[src/rtl/signmag_accum25.sv]
// Sign-magnitude product accumulator: sums N_TERMS terms per window with
// 25-bit saturation and presents each window result through a valid/ready register.
module signmag_accum25 #(
    parameter int N_TERMS = 9,
    parameter int CNT_W   = 8
) (
    input  logic        clk,
    input  logic        rst_n,
    input  logic        in_valid,
    output logic        in_ready,
    input  logic        in_sign,
    input  logic [23:0] in_mag,
    output logic        out_valid,
    input  logic        out_ready,
    output logic [24:0] out_data,
    output logic        out_sat,
    output logic        busy
);

    typedef enum logic {IDLE, ACC} state_t;

    localparam logic [CNT_W-1:0] LAST = CNT_W'(N_TERMS - 1);

    state_t           state, state_nx;
    logic [24:0]      acc, acc_nx;
    logic [CNT_W-1:0] count, count_nx;
    logic             sat_acc, sat_acc_nx;
    logic             out_valid_nx, out_sat_nx;
    logic [24:0]      out_data_nx;

    logic        accept, closing;
    logic [24:0] term, s_sat;
    logic [25:0] s;
    logic        sat_hi, sat_lo, sat_now;

    assign in_ready = !out_valid || out_ready;
    assign accept   = in_valid && in_ready;
    assign busy     = (count != '0);

    // Negating a zero magnitude wraps back to zero, so no negative zero survives.
    assign term    = in_sign ? (~{1'b0, in_mag} + 25'd1) : {1'b0, in_mag};
    assign s       = {acc[24], acc} + {term[24], term};
    // The 26-bit sum fits in 25 bits exactly when its top two bits agree.
    assign sat_hi  = !s[25] && s[24];
    assign sat_lo  = s[25] && !s[24];
    assign sat_now = sat_hi || sat_lo;
    assign s_sat   = sat_hi ? 25'h0FFFFFF : (sat_lo ? 25'h1000000 : s[24:0]);

    assign closing = accept && ((N_TERMS == 1) || (state == ACC && count == LAST));

    always_comb begin
        state_nx     = state;
        acc_nx       = acc;
        count_nx     = count;
        sat_acc_nx   = sat_acc;
        out_valid_nx = out_valid;
        out_data_nx  = out_data;
        out_sat_nx   = out_sat;

        if (out_valid && out_ready)
            out_valid_nx = 1'b0;

        if (closing) begin
            out_valid_nx = 1'b1;
            out_data_nx  = s_sat;
            out_sat_nx   = sat_acc || sat_now;
            acc_nx       = '0;
            count_nx     = '0;
            sat_acc_nx   = 1'b0;
            state_nx     = IDLE;
        end else if (accept) begin
            acc_nx     = s_sat;
            count_nx   = count + 1'b1;
            sat_acc_nx = sat_acc || sat_now;
            state_nx   = ACC;
        end
    end

    always_ff @(posedge clk or negedge rst_n) begin
        if (!rst_n) begin
            state     <= IDLE;
            acc       <= '0;
            count     <= '0;
            sat_acc   <= 1'b0;
            out_valid <= 1'b0;
            out_data  <= '0;
            out_sat   <= 1'b0;
        end else begin
            state     <= state_nx;
            acc       <= acc_nx;
            count     <= count_nx;
            sat_acc   <= sat_acc_nx;
            out_valid <= out_valid_nx;
            out_data  <= out_data_nx;
            out_sat   <= out_sat_nx;
        end
    end

endmodule

[config.mk]
export PLATFORM = sky130hd
export DESIGN_NAME = signmag_accum25
export DESIGN_NICKNAME = d
export VERILOG_FILES = /design/src/rtl/signmag_accum25.sv
export SDC_FILE = /design/constraint.sdc
export NUM_CORES = 1
export LEC_CHECK = 0
export ABC_AREA = 1
export CORE_MARGIN = 2
export CORE_UTILIZATION = 35
export DETAILED_ROUTE_END_ITERATION = 16
export PLACE_DENSITY = 0.62
export REMOVE_ABC_BUFFERS = 1
export SLEW_MARGIN = 20
export SYNTH_ARGS = -nofsm -noshare
export SYNTH_HDL_FRONTEND = slang
export SYNTH_SLANG_ARGS = --single-unit
[constraint.sdc]
create_clock -name clk -period 5.2 [get_ports clk]
set_input_delay 0.78 -clock clk [delete_from_list [all_inputs] [get_ports clk]]
set_output_delay 0.78 -clock clk [all_outputs]
set_load 0.1 [all_outputs]
# ---- Word-level counts from Yosys, hierarchy flattened
# Cells that the tools add are included.
dict set report op_classes {
  eq_ne 1
  bitwise_logic 1
  n_lt_le_gt_ge 0
  muxes 13
  shift 0
  div 0
  addsub 3
  reduce_logical 15
  multipliers 0
}
# op count
set ops {}
lappend ops {{$mux W25} 5}
lappend ops {{$add A25 B25 Y26} 1}
lappend ops {{$add A25 B1 Y25 const B} 1}
lappend ops {{$not A24 Y25} 1}
lappend ops {{$mux W8} 2}
lappend ops {{$add A8 B1 Y8 const B} 1}
lappend ops {{$eq A8 B4 Y1 const B} 1}
lappend ops {{$reduce_bool A8 Y1} 1}
lappend ops {{$logic_and A1 B1 Y1} 6}
lappend ops {{$mux W1} 6}
lappend ops {{$reduce_bool A2 Y1} 2}
lappend ops {{$logic_not A1 Y1} 3}
lappend ops {{$logic_or A1 B1 Y1} 3}
dict set report word_totals {
  inputBits 29
  mem_bits_ro 0
  elab_cells 40
  mem_bits_rw 0
  reg_bits 62
  latchBits 0
  n_memories 0
  out_inout_bits 29
}

# ---- Depth between registers and ports, before layout
# Gate-level depths: netlist (run 1).
dict set report depth {
  ltp_word 10
  depth_mapped 29
  ltp_nobuf 27
}

# ---- Worst setup path before layout (run 1)
# Ideal clock, no wire load.
dict set report synth_path {
  path_kind {input -> register}
  startpoint {in in_mag[1]}
  endpoint {reg acc[4]}
  t_required_ns 5.134
  setup_ns 0.066
  setup_slack_ns 1.359
  path_stages 24
  path_buffers 1
  t_arrival_ns 3.775
  cell_sequence {inv_1 > ha_1 > nand4_1 > nor2_1 > nand3_1 > nand2_1 > o21ai_0 > xor2_1 > ha_1 > nand2_1 > inv_1 > nand2_1 > nand2_1 > o21bai_1 > a21oi_1 > nand3_1 > nand2_1 > inv_1 > ha_1 > buf_2 > inv_1 > o21ai_0 > o21ai_0 > a22o_1}
}
dict set report synth_between {
  elab_chain_len 10
  word_cells_on_any_way 12
  cone_classes {2 x add/sub; 5 x mux; 1 x bitwise; 4 x reduce/logical}
}
# item line
set synth_rtl {}
lappend synth_rtl {{start, declared} 12} ;# input logic [23:0] in_mag,
lappend synth_rtl {{$not A24 Y25} 41} ;# assign term = in_sign ? (~{1'b0, in_mag} + 25'd1) : {1'b0, in_mag};
lappend synth_rtl {{$add A25 B1 Y25} 41}
lappend synth_rtl {{$mux W25 *} 41}
lappend synth_rtl {{$add A25 B25 Y26 *} 42} ;# assign s = {acc[24], acc} + {term[24], term};
lappend synth_rtl {{$logic_not A1 Y1} 45} ;# assign sat_lo = s[25] && !s[24];
lappend synth_rtl {{$logic_and A1 B1 Y1} 45}
lappend synth_rtl {{$mux W25} 47} ;# assign s_sat = sat_hi ? 25'h0FFFFFF : (sat_lo ? 25'h1000000 : s[24:0]);
lappend synth_rtl {{$mux W25 *} 47}
lappend synth_rtl {{$mux W25 *} 71} ;# end else if (accept) begin
lappend synth_rtl {{$mux W25 *} 63} ;# if (closing) begin
lappend synth_rtl {{end signal, assigned} 90} ;# acc <= acc_nx;
lappend synth_rtl {{end, declared} 25} ;# logic [24:0] acc, acc_nx;
# Mark *: on every way between the ends. The rest lies on a longest branch, timed or not. The select of a mux whose other input is x is not followed.
# A chain may end at the register's enable or synchronous reset.

# ---- Final worst setup path (run 1)
dict set report layout_path {
  startpoint {in in_mag[0]}
  endpoint {reg acc[14]}
}
# Same word-level chain as after synthesis.

==> results of run 1 <==
==> area by class of cell <==
class                      count  share of cell area
multi-input combinational    604              0.4943
clock buffer                   9             0.03687
tap                          180             0.03687
timing repair buffer          65              0.1024
clock inverter                 7            0.009218
inverter                     108             0.06637
sequential                    62              0.2540
==> sequential cells by signal, summed over array words and instances, names as in the netlist <==
| register | cells |
|---|---|
| out_sat | 1 |
| out_valid | 1 |
| count | 8 |
| acc | 25 |
| sat_acc | 1 |
| state | 1 |
| out_data | 25 |
==> placed cells by master (no fill, tap or decap), types with 2 or more instances in the layout <==
cell type,synthesis,final
a21oi_1,26,26
a22o_1,4,4
a31oi_1,2,2
and2_1,3,3
buf_4,2,8
clkbuf_16,0,9
clkdlybuf4s50_1,0,56
clkinv_4,0,2
dfrtp_1,62,62
ha_1,32,32
inv_1,107,107
inv_6,0,3
nand2_1,337,337
nand2_2,5,5
nand3_1,39,39
nand3_2,3,3
nand3b_1,4,4
nand4_1,8,8
nor2_1,58,58
nor2_2,4,4
nor3_1,8,8
nor3_2,3,2
nor3b_1,2,2
o21ai_0,23,23
o21ai_1,4,4
o21ai_2,3,3
o31ai_1,2,2
xnor2_1,8,8
xor2_1,17,17
==> tightest hold or removal path, stage by stage, from the launching register on <==
cell and delay, ns:
dfrtp_1 0.34, nand2_1 0.05, nand2_1 0.04
==> worst max-delay path by stage <==
stage	start	to	slack [ns]	cells after the start
after floorplan	in_mag[1]	acc[4]$_DFFE_PN0P_	1.23	23
after global placement	in_mag[0]	acc[14]$_DFFE_PN0P_	0.27	25
after detailed placement	in_mag[0]	acc[14]$_DFFE_PN0P_	0.24	25
after CTS	in_mag[0]	acc[14]$_DFFE_PN0P_	0.60	25
after global routing	in_mag[0]	out_data[16]$_DFFE_PN0P_	0.20	25
final	in_mag[0]	acc[14]$_DFFE_PN0P_	0.59	25
==> per-layer routing <==
metal	share of wire	up-vias	wire length, µm
met5	0	-	0
met4	0.017	0	248
met3	0.034	15	501
met2	0.44	75	6434
met1	0.51	2225	7372
li1	-	2582	-
==> through the flow <==
step | setup WS (ns) | utilization | hold slack (ns) | total power [mW] | instance area, µm²
after global routing | 0.1957 | 0.4367 | 0.5006 | 4.597 | 6108
after detailed placement | 0.2385 | 0.4161 | 0.4623 | 3.601 | 5821
after floorplan | 1.229 | - | 0.4455 | 2.852 | 4970
final | 0.5882 | 0.4367 | 0.4718 | 4.181 | 6108
after global placement | 0.2738 | 0.4161 | 0.4540 | 3.603 | 5821
after CTS | 0.5998 | 0.4362 | 0.4747 | 4.200 | 6102
==> power by group through the flow <==
stage	registers [mW]	logic [mW]	clock network, mW
2_1_floorplan	1.28	1.57	0
3_3_place_gp	0.817	2.79	0
3_5_place_dp	0.813	2.79	0
4_1_cts	0.811	2.80	0.591
5_1_grt	0.842	3.15	0.610
6_report	0.808	2.80	0.577
==> logic make-up after synthesis <==
group | count (synthesis) | share of synthesized area
buf+inv | 124 | 0.09926
simple gates | 479 | 0.3938
fa+ha+maj | 33 | 0.08296
xor+xnor | 25 | 0.04321
flops | 62 | 0.3062
compound gates | 67 | 0.07457
==> results.md, run 1 <==
- Multi-input gate area: about 0.003 mm²
- Met2 global-route usage: 0.3166
- WP data required: 5.44 ns
- Total clock sinks: slightly above 60
- RSZ-0062 raised after global routing: false
- First drt pass iteration count: 5
- Syn Inst Count: 790
- First-pass GRT wire length: roughly 25000 µm
- Final total negative setup slack: 0 ns
- Antenna-violating nets left: 0
- DR DRC count: 0
- Cts repair resizes: 0
- Final Cycle Share: 0.8869
- Avg Inst Size Synth: roughly 6.4 µm²
- CP top delay family: simple AND/OR/NAND/NOR gates
- P per Cell Area: 684.5 mW/mm²
- Worst Setup End Kind: register
- Core footprint: 0.01399 mm²
- Critical R2R Launch: acc[0]$_DFFE_PN0P_
- CTS root buf: clkbuf_16
- IO Count: 58
- Final Hold Viols: 0
- Crit path buf inv count: 5
- Ys Warns: 0
- # rows: 43
- Hold EP: out_data[2]$_DFFE_PN0P_
- Data arrival time of the critical path: roughly 4.9 ns
- Global route overflow: 0
- TritonCTS buffer count: 9
- Starting DRT DRC Count: approximately 220
- Worst setup SP type: primary input
- Die width: around 120 µm
- Internal power: 1.868 mW
- Pin count of the biggest net entering global routing: 63
- Sw frac: 0.5533
- Synth async-reset ratio: 1.000
- Final setup fails: 0
- Reg2reg end: acc[14]$_DFFE_PN0P_
- Synthesized area: slightly above 0.005 mm²
- Reg power frac: 0.193
- Fmax: 0.2168 GHz
- CTS tree: built
- Critical path peak fanout: 10
- CTS Buffer Depth: 2
- Setup bufs post-CTS: 0
- Max VDD drop: ~0.00035 V
- Most Crowded Layer GR: met2
- Worst-Skew Late Latency: 0.35 ns
- Met1 Use GR: 0.2761
- Leak Pwr: 3.317 nW
- CP peak stage delay: between 0.4 and 0.5 ns
- Initial core utilization: 0.3623
- Max-slew violations: 0
- Worst Hold Depth: 2
- Chip height: approximately 120 µm
- Count leader, synth: nand2_1
- Min-delay worst type: reg -> reg
- Clk_skew: 0.01174 ns
- NetSw: roughly 2.3 mW
- Hold buffers post-CTS: 0
- Synth area leaders: dfrtp_1 31%, nand2_1 25%, inv_1 7.9%
- DP Cell Count: about 1000
- Gpl congestion: just over 0.9
- Die area: 0.01546 mm²
- CP most frequent cell: nand2_1
- Comb pwr share: 0.669
- Max H-tree Level: 3
- Crit path time final: between 4 and 5 ns
- Hold_sp: out_data[2]$_DFFE_PN0P_
- Number of diodes: 0
- Synth-to-Final Area Change: 20.54%
- Post-synth EDFFs: 0
- Final std cells w/o fill: roughly 1000
- Worst R2R Path Depth: 21
- Nets@finish: 912
- Initial antenna violation count: 0
- Status: complete, no violations
- Wire per inst: around 14 µm
- Vias in the first global route: approximately 4900
- Critical path's slowest cell: clkdlybuf4s50_1
- Fill count: ~1500
- Layout cells sized above 1: 0.05614
- Clk slew on worst S/H paths: about 0.060 ns
- Synth top area share: 0.3062
- #FFs+latches synth: 62
- Least-Margin Pin Slew: 0.9855 ns
- Via/cell ratio: about 4.7
- Met3 usage: 0.02792
- Post-detail-place hpwl: approximately 11000 µm
- Reg2reg setup slack: 1.98 ns
- Most used flip-flop cell after synthesis: dfrtp_1
- Synth area leader: dfrtp_1
- Total wire length: 14560 µm
- Top cells by count, synth: 337 x nand2_1, 107 x inv_1, 62 x dfrtp_1
- All-Layer GR Usage: 0.1989
- Distinct cells, synth: 38
- Slew HR: 0.3410
- Max Cap Violations: 0
- Vias post-DR: about 4900
- Sequential fraction of the synthesis area: 0.3062
- Port Buffer Count: 57
- Kind of critical path: in -> reg
- Register Area: 0.001551 mm²
- Clock power frac: 0.138
Power figures use the tool's default switching activity.
==> inputs of run 2 (changes only) <==
--- a/config.mk
+++ b/config.mk
@@ -6,6 +6,7 @@
 export NUM_CORES = 1
 export LEC_CHECK = 0
 export ABC_AREA = 1
+export CORE_ASPECT_RATIO = 0.6
 export CORE_MARGIN = 2
 export CORE_UTILIZATION = 35
 export DETAILED_ROUTE_END_ITERATION = 16
==> run 2 against run 1 <==
- power increased by 4.7%
- critical path type unchanged
- clock power increased by 22%
- clock skew decreased by 0.0057 ns
- die area increased by 0.21%
==> results.md, run 2 (same netlist as run 1, synthesis figures left out) <==
- Status: complete, no violations
- Post-detail-place hpwl: around 12000 µm
- Clk_skew: around 0.0060 ns
- First-pass GRT wire length: roughly 25000 µm
- Total clock sinks: just over 60
- # rows: 34
- Synth-to-Final Area Change: 22.02%
- Final total negative setup slack: 0 ns
- IO Count: between 50 and 60
- CTS tree: built
- Via/cell ratio: about 4.7
- Global route overflow: 0
- Die width: 159.3 µm
- Max H-tree Level: 3
- Worst Setup End Kind: register
- Data arrival time of the critical path: about 5 ns
- CP most frequent cell: nand2_1
- Vias post-DR: just under 5000
- Initial core utilization: 0.3535
- Max VDD drop: around 0.00037 V
- Setup bufs post-CTS: 0
- Worst-Skew Late Latency: 0.34 ns
- Core footprint: roughly 0.014 mm²
- Vias in the first global route: ~4700
- Die area: roughly 0.015 mm²
- Starting DRT DRC Count: between 300 and 400
- Top flop regs: acc x25, out_data x25, count x8
- Pin count of the biggest net entering global routing: 37
- P per Cell Area: a little over 700 mW/mm²
- Initial antenna violation count: 0
- Critical path peak fanout: 9
- Crit path time final: approximately 4.7 ns
- Total wire length: 15120 µm
- Layout cells sized above 1: 0.05504
- Antenna-violating nets left: 0
- Most frequent cells in the layout: 337 x nand2_1, 107 x inv_1, 62 x dfrtp_1, 58 x nor2_1, 56 x clkdlybuf4s50_1
- Wire per inst: between 10 and 15 µm
- Worst Hold Depth: 1
- CTS root buf: clkbuf_16
- All-Layer GR Usage: 0.2073
- DR DRC count: 0
- Min-delay worst type: reg -> reg
- Overall Power: ~4.4 mW
- Cts repair resizes: 0
- First drt pass iteration count: 4
- Slew HR: 0.3474
- WP data required: 5.41 ns
- Final Cycle Share: 0.9063
- Nets@finish: about 900
- Critical path's slowest cell: clkdlybuf4s50_1
- Max Cap Violations: 0
- Fmax: ~0.21 GHz
- Worst setup SP type: primary input
- Final core occ: 0.4313
- Chip height: 97.21 µm
- Final setup fails: 0
- Least-Margin Pin Slew: 0.9758 ns
- Port Buffer Count: 57
- CP peak stage delay: between 0.4 and 0.5 ns
- Hold buffers post-CTS: 0
- TritonCTS buffer count: 9
- RSZ-0062 raised after global routing: false
- Kind of critical path: in -> reg
- Max-slew violations: 0
- Final Hold Viols: 0
- Setup WS pre-CTS: approximately 0.14 ns
- Commonest non-fill, non-tap cell in the layout: nand2_1
- CTS Buffer Depth: 2
- Slack of the critical path: between 0.4 and 0.5 ns
- Leak Pwr: 3.331 nW
- Clk slew on worst S/H paths: approximately 0.06 ns
- Worst R2R Path Depth: 19
- Number of diodes: 0
- Gpl congestion: 0.9400
[run 2: cell count changes in the layout (fill, tap and decap cells not counted), sizes merged]
cell,change
clkinv,-1
bufinv,+3
buf,-1
clkinvlp,+1
inv,-3
[run 2: report_power, final]
group          total [mW]  internal, mW  switching, mW
registers           0.822         0.686          0.136
clock network       0.706         0.469          0.237
logic                2.85         0.848           2.00
[run 2: layout make-up]
class,instances,area (µm²)
Clock inverter,7,122.6
Multi-Input combinational cell,604,3013
Sequential cell,62,1551
Tap cell,198,247.7
Fill cell,1535,8153
Clock buffer,9,225.2
Timing Repair Buffer,64,618.1
Inverter,108,405.4
[run 2: stage by stage]
| stage | cells | cell area [µm²] | hold slack, ns |
|---|---|---|---|
| after floorplan | 774 | 4970 | 0.4455 |
| after global placement | 1036 | 5836 | 0.4611 |
| after detailed placement | 1036 | 5836 | 0.4621 |
| after CTS | 1052 | 6183 | 0.4742 |
| after global routing | 1052 | 6183 | 0.4999 |
| final | 1052 | 6183 | 0.4709 |
[run 2: final timing paths]
check / from / to / slack, ns
min in group asynchronous: rst_n / out_data[5]$_DFFE_PN0P_ / 0.48
min reg2reg: count[7]$_DFFE_PN0P_ / count[7]$_DFFE_PN0P_ / 0.47
max reg2reg: acc[0]$_DFFE_PN0P_ / out_data[0]$_DFFE_PN0P_ / 1.97
max in group asynchronous: rst_n / acc[16]$_DFFE_PN0P_ / 3.81
min: count[7]$_DFFE_PN0P_ / count[7]$_DFFE_PN0P_ / 0.47
max: in_mag[0] / out_data[0]$_DFFE_PN0P_ / 0.49
[run 2: worst max-delay path: cells and delay by family]
family | cells | cell delay [ns]
AO/OA/AOI/OAI | 5 | 0.96
XOR/XNOR | 1 | 0.18
adder cells (fa/ha/maj) | 3 | 0.68
buffers and inverters | 6 | 1.04
AND/OR/NAND/NOR | 10 | 1.30
[run 2: routing by layer]
metal  vias up  share of wire  GRT usage
li1       2565              -          -
met4         0         0.0091    0.04336
met3        14          0.074    0.05634
met1      2243           0.55     0.3336
met2       139           0.36     0.2666
met5         -              0          0
==> inputs of run 3 (changes only) <==
--- a/config.mk
+++ b/config.mk
@@ -7,7 +7,6 @@
 export LEC_CHECK = 0
 export ABC_AREA = 1
 export CORE_ASPECT_RATIO = 0.6
-export CORE_MARGIN = 2
 export CORE_UTILIZATION = 35
 export DETAILED_ROUTE_END_ITERATION = 16
 export PLACE_DENSITY = 0.62
==> run 3 against run 2 <==
- via count increased by 1.7%
- global-route usage increased by 0.71 points
- wire length decreased by 1.9%
- largest power group unchanged
- clock skew increased by 0.0034 ns
- combinational power about the same
- critical path depth unchanged
- maximum frequency decreased by 0.35%
- register-to-register slack got worse by 0.05 ns
- hold slack improved by 0.0038 ns
- non-clock buffer count increased by 1
- count of clock-buffer cells in the layout unchanged
==> results.md, run 3 (same netlist as run 1, synthesis figures left out) <==
- Fill count: roughly 1500
- Cts repair resizes: 0
- Number of cells on the critical path: 25
- Setup crit end: out_data[4]$_DFFE_PN0P_
- Critical path's slowest cell: clkdlybuf4s50_1
- CP top delay family: simple AND/OR/NAND/NOR gates
- Min-delay worst type: reg -> reg
- Worst R2R Path Depth: 19
- IO Count: 58
- Overall Power: around 4.2 mW
- Max H-tree Level: 3
- Worst Setup End Kind: register
- Final total negative setup slack: 0 ns
- P per Cell Area: between 600 and 700 mW/mm²
- Multi-input gate area: ~0.003 mm²
- Final standard cell area without fillers: ~0.0061 mm²
- Worst hold margin: 0.4747 ns
- WP data required: 5.48 ns
- CP peak stage delay: ~0.42 ns
- Layout cells sized above 1: 0.05614
- Slack of the critical path: ~0.47 ns
- Final Cycle Share: 0.9095
- Gpl congestion: a little over 0.9
- Starting DRT DRC Count: 396
- Worst setup SP type: primary input
- Antenna-violating nets left: 0
- Wire per inst: approximately 14 µm
- Slew HR: 0.3204
- Hold buffers post-CTS: 0
- DR DRC count: 0
- Setup crit start: in_mag[0]
- Die area: around 0.015 mm²
- Crit path time final: 4.730 ns
- Via/cell ratio: 4.820
- Initial core utilization: 0.3653
- Reg2reg setup slack: between 1.5 and 2 ns
- Worst-Skew Late Latency: ~0.34 ns
- Total clock sinks: just over 60
- CTS root buf: clkbuf_16
- Max VDD drop: 0.0004635 V
- Port Buffer Count: 57
- Most frequent cells in the layout: 337 x nand2_1, 107 x inv_1, 62 x dfrtp_1, 58 x nor2_1, 56 x clkdlybuf4s50_1
- Setup WS pre-CTS: around 0.15 ns
- Kind of critical path: in -> reg
- RSZ-0062 raised after global routing: false
- Leak Pwr: between 3 and 4 nW
- Clk slew on worst S/H paths: about 0.060 ns
- Max Cap Violations: 0
- DP Cell Count: roughly 1000
- # rows: 33
- Nets@finish: around 910
- Final Hold Viols: 0
- Max-slew violations: 0
- Final core occ: 0.4411
- CTS tree: built
- Data arrival time of the critical path: about 5.0 ns
- Top flop regs: acc x25, out_data x25, count x8
- Vias post-DR: approximately 5000
- Pin count of the biggest net entering global routing: 63
- Critical R2R Launch: acc[0]$_DFFE_PN0P_
- Commonest non-fill, non-tap cell in the layout: nand2_1
- First drt pass iteration count: 5
- Least-Margin Pin Slew: roughly 1 ns
- Clk_skew: approximately 0.0094 ns
- Register Area: around 0.0016 mm²
- Final std cells w/o fill: between 1000 and 1500
- CTS Buffer Depth: 2
- Die width: ~160 µm
- Synth-to-Final Area Change: 20.77%
- Vias in the first global route: roughly 4500
- Reg2reg end: out_data[4]$_DFFE_PN0P_
- Core footprint: between 0.01 and 0.015 mm²
- Initial antenna violation count: 0
- Setup bufs post-CTS: 0
- Critical path peak fanout: 10
- Chip height: about 95 µm
- Number of diodes: 0
- Crit path buf inv count: 5
- First-pass GRT wire length: 24040 µm
- Global route overflow: 0
- All-Layer GR Usage: 0.2144
- Fmax: around 0.21 GHz
- Post-detail-place hpwl: 11430 µm
- Status: complete, no violations
- Total wire length: approximately 15000 µm
- Final setup fails: 0
- Cell Area, Placed: 0.005836 mm²
- CP most frequent cell: nand2_1
- TritonCTS buffer count: 9
[run 3: cell types whose count changed in the layout (fill, tap and decap cells not counted), sizes merged]
cell / change
clkinv: +1
bufinv: -3
buf: +1
inv: +2
[run 3: worst min path at each step]
| stage | startpoint | endpoint | slack, ns | depth (start not counted) |
|---|---|---|---|---|
| 6_report | out_data[1]$_DFFE_PN0P_ | out_data[1]$_DFFE_PN0P_ | 0.47 | 2 |
| 5_1_grt | count[7]$_DFFE_PN0P_ | count[7]$_DFFE_PN0P_ | 0.50 | 1 |
| 4_1_cts | count[7]$_DFFE_PN0P_ | count[7]$_DFFE_PN0P_ | 0.48 | 1 |
| 3_5_place_dp | count[7]$_DFFE_PN0P_ | count[7]$_DFFE_PN0P_ | 0.46 | 1 |
| 3_3_place_gp | out_data[1]$_DFFE_PN0P_ | out_data[1]$_DFFE_PN0P_ | 0.46 | 2 |
| 2_1_floorplan | count[7]$_DFFE_PN0P_ | count[7]$_DFFE_PN0P_ | 0.45 | 1 |
[run 3: routing by layer]
| layer | GRT usage | up-vias | part of all wire |
|---|---|---|---|
| li1 | - | 2582 | - |
| met4 | 0.04612 | 0 | 0.0080 |
| met2 | 0.2780 | 141 | 0.36 |
| met1 | 0.3503 | 2314 | 0.56 |
| met5 | 0 | - | 0 |
| met3 | 0.03909 | 10 | 0.072 |
[run 3: area by class of cell]
| cell class | count | area share |
|---|---|---|
| sequential | 62 | 0.2535 |
| tap | 192 | 0.03926 |
| clock inverter | 7 | 0.009609 |
| timing repair buffer | 65 | 0.1022 |
| clock buffer | 9 | 0.03680 |
| inverter | 108 | 0.06624 |
| multi-input combinational | 604 | 0.4923 |
[run 3: worst register-to-register path, delay by kind of cell (launching register included)]
family / cells / cell delay, ns
compound gates: 2 / 0.42
fa+ha+maj: 3 / 0.81
buf+inv: 3 / 0.54
flops: 1 / 0.37
simple gates: 11 / 1.07
[run 3: power breakdown]
part / switching (mW) / total, mW / internal (mW)
clock network: 0.254 / 0.582 / 0.328
registers: 0.135 / 0.821 / 0.686
logic: 1.99 / 2.84 / 0.853
total: 2.38 / 4.25 / 1.87
